==> config.mk <==
export PLATFORM = sky130hd
export DESIGN_NAME = mac_sequencer_flat
export DESIGN_NICKNAME = d
export VERILOG_FILES = /design/src/rtl/mac_sequencer_if.sv /design/src/rtl/mac_sequencer.sv /design/src/flat_wrapper.sv
export SDC_FILE = /design/constraint.sdc
export NUM_CORES = 1
export LEC_CHECK = 0
export ABC_CLOCK_PERIOD_IN_PS = 3000
export BUFFER_PORTS_ARGS = -buffer_cell sky130_fd_sc_hd__buf_4
export CORE_ASPECT_RATIO = 0.5
export CORE_MARGIN = 2
export CORE_UTILIZATION = 53
export CTS_BUF_LIST = sky130_fd_sc_hd__clkbuf_4 sky130_fd_sc_hd__clkbuf_8 sky130_fd_sc_hd__clkbuf_16
export DETAILED_ROUTE_END_ITERATION = 10
export PLACE_DENSITY = 0.75
export REMOVE_ABC_BUFFERS = 1
export SYNTH_ARGS = -nofsm -noshare
export SYNTH_HDL_FRONTEND = slang
export SYNTH_SLANG_ARGS = --single-unit
==> constraint.sdc <==
create_clock -name clk -period 3 [get_ports clk]
set_clock_uncertainty 0.15 [all_clocks]
set_input_delay 0.45 -clock clk [delete_from_list [all_inputs] [get_ports clk]]
set_output_delay 0.45 -clock clk [all_outputs]
set_load 0.01 [all_outputs]
==> src/rtl/mac_sequencer_if.sv <==
// Bus between the sequencer (master) and one mac unit (slave): clear, enable,
// operand pair going in, accumulated value coming back.
interface mac_sequencer_if #(
    parameter int DATA_W = 8
);
    logic                     mac_reset;
    logic                     mac_enable;
    logic signed [DATA_W-1:0] mac_a;
    logic signed [DATA_W-1:0] mac_b;
    logic signed [DATA_W-1:0] mac_out;

    modport master (output mac_reset, mac_enable, mac_a, mac_b, input  mac_out);
    modport slave  (input  mac_reset, mac_enable, mac_a, mac_b, output mac_out);
endinterface

==> src/rtl/mac_sequencer.sv <==
// Dot-product job controller: buffers operand pairs, clears the mac, streams
// len pairs back-to-back, waits out the mac latency and captures the result.
module mac_sequencer #(
    parameter int DEPTH       = 8,
    parameter int ADDR_W      = 3,
    parameter int DATA_W      = 8,
    parameter int MAC_LATENCY = 1
) (
    input  logic                     clk,
    input  logic                     reset,
    input  logic                     wr_en,
    input  logic [ADDR_W-1:0]        wr_addr,
    input  logic signed [DATA_W-1:0] wr_a,
    input  logic signed [DATA_W-1:0] wr_b,
    input  logic                     start,
    input  logic [ADDR_W:0]          len,
    output logic                     busy,
    output logic                     done,
    output logic signed [DATA_W-1:0] result,
    mac_sequencer_if.master          mac
);
    localparam int               CNT_W      = (MAC_LATENCY > 1) ? $clog2(MAC_LATENCY) : 1;
    localparam logic [ADDR_W:0]  DEPTH_L    = (ADDR_W + 1)'(DEPTH);
    localparam logic [CNT_W-1:0] DRAIN_LAST = CNT_W'(MAC_LATENCY - 1);

    typedef enum logic [2:0] {
        ST_IDLE,
        ST_CLEAR,
        ST_STREAM,
        ST_DRAIN,
        ST_DONE
    } state_t;

    state_t                   state_reg, state_next;
    logic [ADDR_W-1:0]        idx_reg, idx_next;
    logic [ADDR_W:0]          len_reg, len_next;
    logic [CNT_W-1:0]         drain_reg, drain_next;
    logic signed [DATA_W-1:0] result_reg, result_next;
    logic signed [DATA_W-1:0] a_reg, b_reg;

    logic signed [DATA_W-1:0] mem_a [DEPTH];
    logic signed [DATA_W-1:0] mem_b [DEPTH];

    logic            wr_ok;
    logic            rd_en;
    logic [ADDR_W:0] len_clamped;

    // Buffer is locked outside IDLE so a running job always sees a stable snapshot.
    assign wr_ok       = wr_en && (state_reg == ST_IDLE) && ({1'b0, wr_addr} < DEPTH_L);
    assign len_clamped = (len > DEPTH_L) ? DEPTH_L : len;
    assign rd_en       = (state_next == ST_STREAM);

    always_ff @(posedge clk) begin
        if (wr_ok) begin
            mem_a[wr_addr] <= wr_a;
            mem_b[wr_addr] <= wr_b;
        end
    end

    // Read is issued one edge early (at idx_next) so the pair lands exactly in its STREAM cycle.
    always_ff @(posedge clk) begin
        if (reset) begin
            a_reg <= '0;
            b_reg <= '0;
        end else if (rd_en) begin
            a_reg <= mem_a[idx_next];
            b_reg <= mem_b[idx_next];
        end else begin
            a_reg <= '0;
            b_reg <= '0;
        end
    end

    always_ff @(posedge clk) begin
        if (reset) begin
            state_reg  <= ST_IDLE;
            idx_reg    <= '0;
            len_reg    <= '0;
            drain_reg  <= '0;
            result_reg <= '0;
        end else begin
            state_reg  <= state_next;
            idx_reg    <= idx_next;
            len_reg    <= len_next;
            drain_reg  <= drain_next;
            result_reg <= result_next;
        end
    end

    always_comb begin
        state_next  = state_reg;
        idx_next    = idx_reg;
        len_next    = len_reg;
        drain_next  = drain_reg;
        result_next = result_reg;
        case (state_reg)
            ST_IDLE: begin
                if (start) begin
                    len_next   = len_clamped;
                    state_next = ST_CLEAR;
                end
            end
            ST_CLEAR: begin
                idx_next   = '0;
                drain_next = '0;
                state_next = (len_reg != '0) ? ST_STREAM : ST_DRAIN;
            end
            ST_STREAM: begin
                if ({1'b0, idx_reg} == len_reg - 1'b1) begin
                    idx_next   = '0;
                    state_next = ST_DRAIN;
                end else begin
                    idx_next = idx_reg + 1'b1;
                end
            end
            ST_DRAIN: begin
                if (drain_reg == DRAIN_LAST) begin
                    result_next = mac.mac_out;
                    drain_next  = '0;
                    state_next  = ST_DONE;
                end else begin
                    drain_next = drain_reg + 1'b1;
                end
            end
            ST_DONE: begin
                state_next = ST_IDLE;
            end
            default: begin
                state_next = ST_IDLE;
            end
        endcase
    end

    assign busy           = (state_reg != ST_IDLE);
    assign done           = (state_reg == ST_DONE);
    assign result         = result_reg;
    assign mac.mac_reset  = reset || (state_reg == ST_CLEAR);
    assign mac.mac_enable = (state_reg == ST_STREAM);
    assign mac.mac_a      = a_reg;
    assign mac.mac_b      = b_reg;
endmodule

==> src/flat_wrapper.sv <==
// flat-port wrapper written by rule: the top's interface ports become plain ports
module mac_sequencer_flat 
#(
    parameter int DEPTH       = 8,
    parameter int ADDR_W      = 3,
    parameter int DATA_W      = 8,
    parameter int MAC_LATENCY = 1
)
  (clk, reset, wr_en, wr_addr, wr_a, wr_b, start, len, busy, done, result, mac_mac_reset, mac_mac_enable, mac_mac_a, mac_mac_b, mac_mac_out);
  mac_sequencer_if #(.DATA_W(DATA_W)) mac_i ();
  input  logic clk;
  input  logic reset;
  input  logic wr_en;
  input  logic [ADDR_W-1:0] wr_addr;
  input  logic signed [DATA_W-1:0] wr_a;
  input  logic signed [DATA_W-1:0] wr_b;
  input  logic start;
  input  logic [ADDR_W:0] len;
  output logic busy;
  output logic done;
  output logic signed [DATA_W-1:0] result;
  output wire logic [$bits(mac_i.mac_reset)-1:0] mac_mac_reset;
  output wire logic [$bits(mac_i.mac_enable)-1:0] mac_mac_enable;
  output wire logic [$bits(mac_i.mac_a)-1:0] mac_mac_a;
  output wire logic [$bits(mac_i.mac_b)-1:0] mac_mac_b;
  input wire logic [$bits(mac_i.mac_out)-1:0] mac_mac_out;
  assign mac_mac_reset = mac_i.mac_reset;
  assign mac_mac_enable = mac_i.mac_enable;
  assign mac_mac_a = mac_i.mac_a;
  assign mac_mac_b = mac_i.mac_b;
  assign mac_i.mac_out = mac_mac_out;
  mac_sequencer #(.DEPTH(DEPTH), .ADDR_W(ADDR_W), .DATA_W(DATA_W), .MAC_LATENCY(MAC_LATENCY)) u_core (.clk(clk), .reset(reset), .wr_en(wr_en), .wr_addr(wr_addr), .wr_a(wr_a), .wr_b(wr_b), .start(start), .len(len), .busy(busy), .done(done), .result(result), .mac(mac_i));
endmodule
# After elaboration in Yosys (flattened, before gate mapping)
# Memory sizes are Yosys's and may differ from the RTL's. A register that Yosys moved wholly into a read port is not among the register bits.
# Cells that the tools add are included.
dict set report totals {
  reg_bits 19
  ramBits 128
  in_bits 35
  out_inout_bits 28
  word_cells 40
  mem_count 2
}
# memory depth word_bits read_ports rd_clocked_by_memory_dff wr line_no
set mem_list {}
lappend mem_list {u_core.mem_a 8 8 1 1 1 mac_sequencer.sv:41} ;# logic signed [DATA_W-1:0] mem_a [DEPTH];
lappend mem_list {u_core.mem_b 8 8 1 1 1 mac_sequencer.sv:42} ;# logic signed [DATA_W-1:0] mem_b [DEPTH];
dict set report classes {
  n_addsub 3
  magnitude_cmp 1
  eq_ne 6
  mux 12
  bitwise 2
  reduce_logical 9
}
# op n
set op_table {}
lappend op_table {{$mux 3} 4}
lappend op_table {{$pmux 3 s4} 1}
lappend op_table {{$eq 3x2->1 const B} 3}
lappend op_table {{$pmux 3 s2} 1}
lappend op_table {{$eq 3x4->1} 1}
lappend op_table {{$gt 4x4->1 const B} 1}
lappend op_table {{$mux 1} 4}
lappend op_table {{$mux 4} 1}
lappend op_table {{$reduce_and 2->1} 2}
lappend op_table {{$reduce_bool 4->1} 1}
lappend op_table {{$sub 4x1->4 const B} 1}
lappend op_table {{$add 3x1->3 const B} 1}
lappend op_table {{$eq 3x1->1 const B} 1}
lappend op_table {{$eq 3x3->1 const B} 1}
lappend op_table {{$logic_not 3->1} 1}
lappend op_table {{$reduce_bool 3->1} 1}
lappend op_table {{$not 1->1} 2}
lappend op_table {{$pmux 1 s2} 1}
lappend op_table {{$reduce_bool 2->1} 1}
lappend op_table {{$reduce_or 2->1} 1}
lappend op_table {{$add 1x1->1 const B} 1}
lappend op_table {{$logic_and 1x1->1} 1}
lappend op_table {{$logic_or 1x1->1} 1}

# Logic depth before layout (Yosys ltp)
dict set report depth {
  depth_word 7
  depth_mapped 10
  ltp_nobuf 8
}

# Worst setup path after synthesis
# No wires, ideal clock.
dict set report synth_timing {
  path_kind {reg2reg}
  startpoint {register u_core.state_reg[2]}
  endpoint {memory u_core.mem_a[1][0] (enable)}
  setup_ns 0.409
  arrival_ns 2.254
  required_ns 2.441
  slack_ns 0.187
  stages_incl_launch_ff 5
  n_path_buf 1
  synth_period_minus_slack_ns 2.813
  cell_sequence {dfxtp_1 clkbuf_1 nor3_1 nand3_1 nor3_1}
}
dict set report synth_between {
  elab_chain_cells 4
}
# element line_no
set synth_rtl {}
lappend synth_rtl {{start: declaration} mac_sequencer.sv:34} ;# state_t state_reg, state_next;
lappend synth_rtl {{start signal: assignment} mac_sequencer.sv:82} ;# state_reg <= state_next;
lappend synth_rtl {{$logic_not 3->1} mac_sequencer.sv:49} ;# assign wr_ok = wr_en && (state_reg == ST_IDLE) && ({1'b0, wr_addr} < DEPTH_L);
lappend synth_rtl {{$logic_and 1x1->1} mac_sequencer.sv:49}
lappend synth_rtl {{$mux 1} mac_sequencer.sv:54} ;# if (wr_ok) begin
lappend synth_rtl {{$mux 1 (implied by the code)} mac_sequencer.sv:55} ;# mem_a[wr_addr] <= wr_a;
lappend synth_rtl {{end: declaration} mac_sequencer.sv:41}
# Every way passes these cells.

# Worst setup path in the final report
dict set report layout_timing {
  startpoint {register u_core.len_reg[0]}
  endpoint {register u_core.b_reg[3] (netlist: u_core.mac.mac_b[3]), read port of u_core.mem_b}
}
dict set report layout_between {
  elab_chain_cells 7
  elab_cells_between_ends 11
  cone_classes {add/sub: 1; eq/ne: 2; mux: 5; bitwise: 1; reduce/logical: 2}
}
# element line_no
set layout_rtl {}
lappend layout_rtl {{start: declaration} mac_sequencer.sv:36} ;# logic [ADDR_W:0] len_reg, len_next;
lappend layout_rtl {{start signal: assignment} mac_sequencer.sv:84} ;# len_reg <= len_next;
lappend layout_rtl {{$sub 4x1->4} mac_sequencer.sv:109} ;# if ({1'b0, idx_reg} == len_reg - 1'b1) begin
lappend layout_rtl {{$eq 3x4->1} mac_sequencer.sv:109}
lappend layout_rtl {{$mux 3} mac_sequencer.sv:109}
lappend layout_rtl {{$pmux 3 s4} mac_sequencer.sv:96} ;# case (state_reg)
lappend layout_rtl {{$eq 3x2->1} mac_sequencer.sv:51} ;# assign rd_en = (state_next == ST_STREAM);
lappend layout_rtl {{$not 1->1 (no source line)} --}
lappend layout_rtl {{$reduce_or 2->1 (no source line)} --}
lappend layout_rtl {{end: declaration} mac_sequencer.sv:39} ;# logic signed [DATA_W-1:0] a_reg, b_reg;
# Parallel ways exist; a longest one is shown, timed or not.
# A chain may end at the register's enable or synchronous reset.

==> metrics.txt <==
initial core utilization a little under three fifths; postcts setup bufs 0; largest registers u_core.mem_a: 64 flops, u_core.mem_b: 64 flops; DRC violations left 0; Critical Path Max Stage Delay 590 ps; RSZ-0062 raised after global routing no; WL/cell 21.78 µm; CP cell instances inv_1 > ha_1 > xnor2_1 > o31ai_1 > and3_1 > a211oi_1 > nor4_1; IO Pins 63; WL final roughly 16000 µm; startpoint types flop; post-synth cell types 52; worst slew margin relative to its limit 51.84%; Die Y 83.56 µm; core area 12090 µm²; Hold Vio Cnt, Final 0; Synth Instances about 460; initial DRC count about 350; Synth Area in Compound Gates 9.381%; Final Total Pwr 5.621 mW; CTS Buf Count 17; GRT Util Overall a little under a quarter; Die X 163.1 µm; DIE AREA between 10000 and 15000 µm²; Fin Setup TNS 0 ps; worst slack, placed 1.185 ps; simple-gate portion of the synthesized area 10.26%; fraction of registers with async set/reset 0%; Hold Crit Class input port to flop; Synth Area in Adders less than 1%; max frequency 353.8 MHz; post-synthesis mux area share 8.915%; Synth Register Bits 162; Post-Synth XOR/XNOR Area 1.007%; clock sink total 162; Post-synth EDFFs 128; largest net degree at the start of global routing 34; GR Overflow Total 0; first-pass GRT wire length 23920 µm; CP endpoint kind flop; Worst Tran Pin Value 720.1 ps; Area growth syn-to-layout 20.12%; outcome finished clean; vias 4336; number of global-route vias before repair about 4.3k; CP bufs+invs 1; min cycle time layout approximately 2800 ps; Post-Synthesis Cell Area 6709 µm²; Site Rows 28; critical path fanouts, max 10; Max Slew Vio Count 0; top_reg_cell synth edfxtp_1; final setup margin 173.9 ps; RD Place Congestion 0.8107; crit path kind flop to flop; antenna viol nets, final 0; Antenna diodes 0; PwrDens 697.5 nW/µm²; IO Port Bufs 62; hpwl dp 9425 µm; DR pass1 iterations 5; largest family of logic cells by synthesized area simple AND/OR/NAND/NOR gates; CTS tree yes; synth warn 0; Arrival @ worst endpoint 2940 ps; Avg Cell Area, Syn 14.71 µm²; CP max stage cell and3_1; H-tree levels 4; Seq/Total Area, Yosys 67.44%; Via-to-Cell Ratio 6.073; Worst-path clk slew around 60 ps; Worst VDD drop 0.3161 mV; final setup vio count 0; Tcrit/Tclk final between 90% and 100%; Top Family by Delay on Critical Path simple AND/OR/NAND/NOR gates; Max Cap Viol 0; Req. time, crit path around 3100 ps; Clock Latency Late Sink roughly 430 ps; worst-case clock buffer depth 2; share of cells above drive strength 1 between 30% and 40%; leakage 2.886 nW; Clock Root Buffer clkbuf_16; initial antenna violation count 0; nets@finish 573
synth_stat cells (4+ instances only):
library cell / n / share of area, %
nor3_1: 7 / 0.52
a221o_1: 14 / 2.1
o21ai_0: 4 / 0.30
buf_4: 4 / 0.45
o22ai_1: 16 / 1.5
a21oi_1: 4 / 0.30
nor4_1: 17 / 1.6
edfxtp_1: 128 / 57
nand2b_1: 4 / 0.37
nand3_1: 5 / 0.37
nor2_1: 27 / 1.5
dfxtp_1: 34 / 10
nor3b_1: 16 / 1.8
buf_2: 12 / 0.90
nand2_1: 5 / 0.28
mux2i_1: 8 / 1.2
clkbuf_1: 9 / 0.50
and2_1: 21 / 2.0
mux2_1: 12 / 2.0
a211oi_1: 32 / 3.6
mux2_2: 34 / 5.7
path summary, 6_finish.rpt:
kind	end	cells after the start	from	slack [ps]
min	u_core.mem_a[7][4]	1	wr_a[4]	100
max reg2reg	u_core.mac.mac_b[3]	7	u_core.len_reg[0]	170
min reg2reg	u_core.result[0]	2	u_core.result[0]	350
max	u_core.mac.mac_b[3]	7	u_core.len_reg[0]	170
power by group:
group | total (mW) | switching [mW] | leakage, nW | internal (mW)
logic | 0.874 | 0.485 | 1.16 | 0.388
clock network | 2.19 | 0.906 | 0.296 | 1.28
registers | 2.56 | 0.0489 | 1.43 | 2.51
layout by cell type, fill, tap and decap left out, types with 2 or more instances in the layout:
master | synthesis | final
o21ai_0 | 4 | 4
or3_1 | 2 | 2
clkinv_4 | 0 | 2
nor2_1 | 27 | 27
inv_6 | 0 | 3
edfxtp_1 | 128 | 128
nor3_2 | 1 | 3
nand2_1 | 5 | 5
nand3_1 | 5 | 5
o22ai_1 | 16 | 16
a221o_1 | 14 | 14
clkbuf_16 | 0 | 17
nor4_1 | 17 | 17
or2_2 | 2 | 2
nor3_1 | 7 | 4
mux2_2 | 34 | 34
o22ai_2 | 2 | 2
buf_4 | 4 | 89
clkinv_2 | 0 | 2
mux2_1 | 12 | 12
nand2b_1 | 4 | 4
and2_1 | 21 | 21
nand3b_1 | 2 | 2
xor2_1 | 2 | 2
xnor2_1 | 3 | 3
inv_1 | 3 | 3
inv_8 | 0 | 2
mux2i_1 | 8 | 8
nor3b_1 | 16 | 16
a21oi_1 | 4 | 4
clkbuf_4 | 0 | 2
a211oi_1 | 32 | 32
ha_1 | 2 | 2
nand4_1 | 2 | 2
dfxtp_1 | 34 | 34
bufinv_16 | 0 | 2
cell families (layout without fill, tap and decap cells):
logic type / Yosys count / count (layout)
adder cells (fa/ha/maj): 2 / 2
AO/OA/AOI/OAI: 82 / 82
multiplexers: 54 / 54
AND/OR/NAND/NOR: 118 / 118
XOR/XNOR: 6 / 6
flip-flops: 162 / 162
buffers and inverters: 32 / 125
cell type report:
| class | instances | area [µm²] |
|---|---|---|
| Clock buffer | 20 | 454.2 |
| Tap cell | 165 | 206.4 |
| Fill cell | 864 | 4028 |
| Clock inverter | 12 | 143.9 |
| Multi-Input combinational cell | 262 | 2031 |
| Sequential cell | 162 | 4524 |
| Timing Repair Buffer | 90 | 688.2 |
| Inverter | 3 | 11.26 |
routing by layer:
metal	GRT usage (%)	share of wire, %	vias to the layer above
li1	-	-	1963
met1	34.05	46	2173
met5	0	0	-
met2	35.52	45	178
met4	8.528	1.5	0
met3	5.912	7.6	22
metrics by stage:
step / hold WS [ps] / util [%] / cell area [µm²] / instances
final: 101.2 / 66.68 / 8059 / 714
after floorplan: 346.4 / - / 6544 / 427
after global routing: 96.25 / 66.68 / 8059 / 714
after detailed placement: 337.3 / 61.63 / 7448 / 682
after CTS: 91.28 / 66.63 / 8053 / 714
after global placement: 328.5 / 61.63 / 7448 / 682
repair_timing:
item,CTS,global route
setup endpoints to repair,3,12
hold buffers,0,0
resized for setup,1,2
Note: power is estimated with default switching activity, not from simulation.
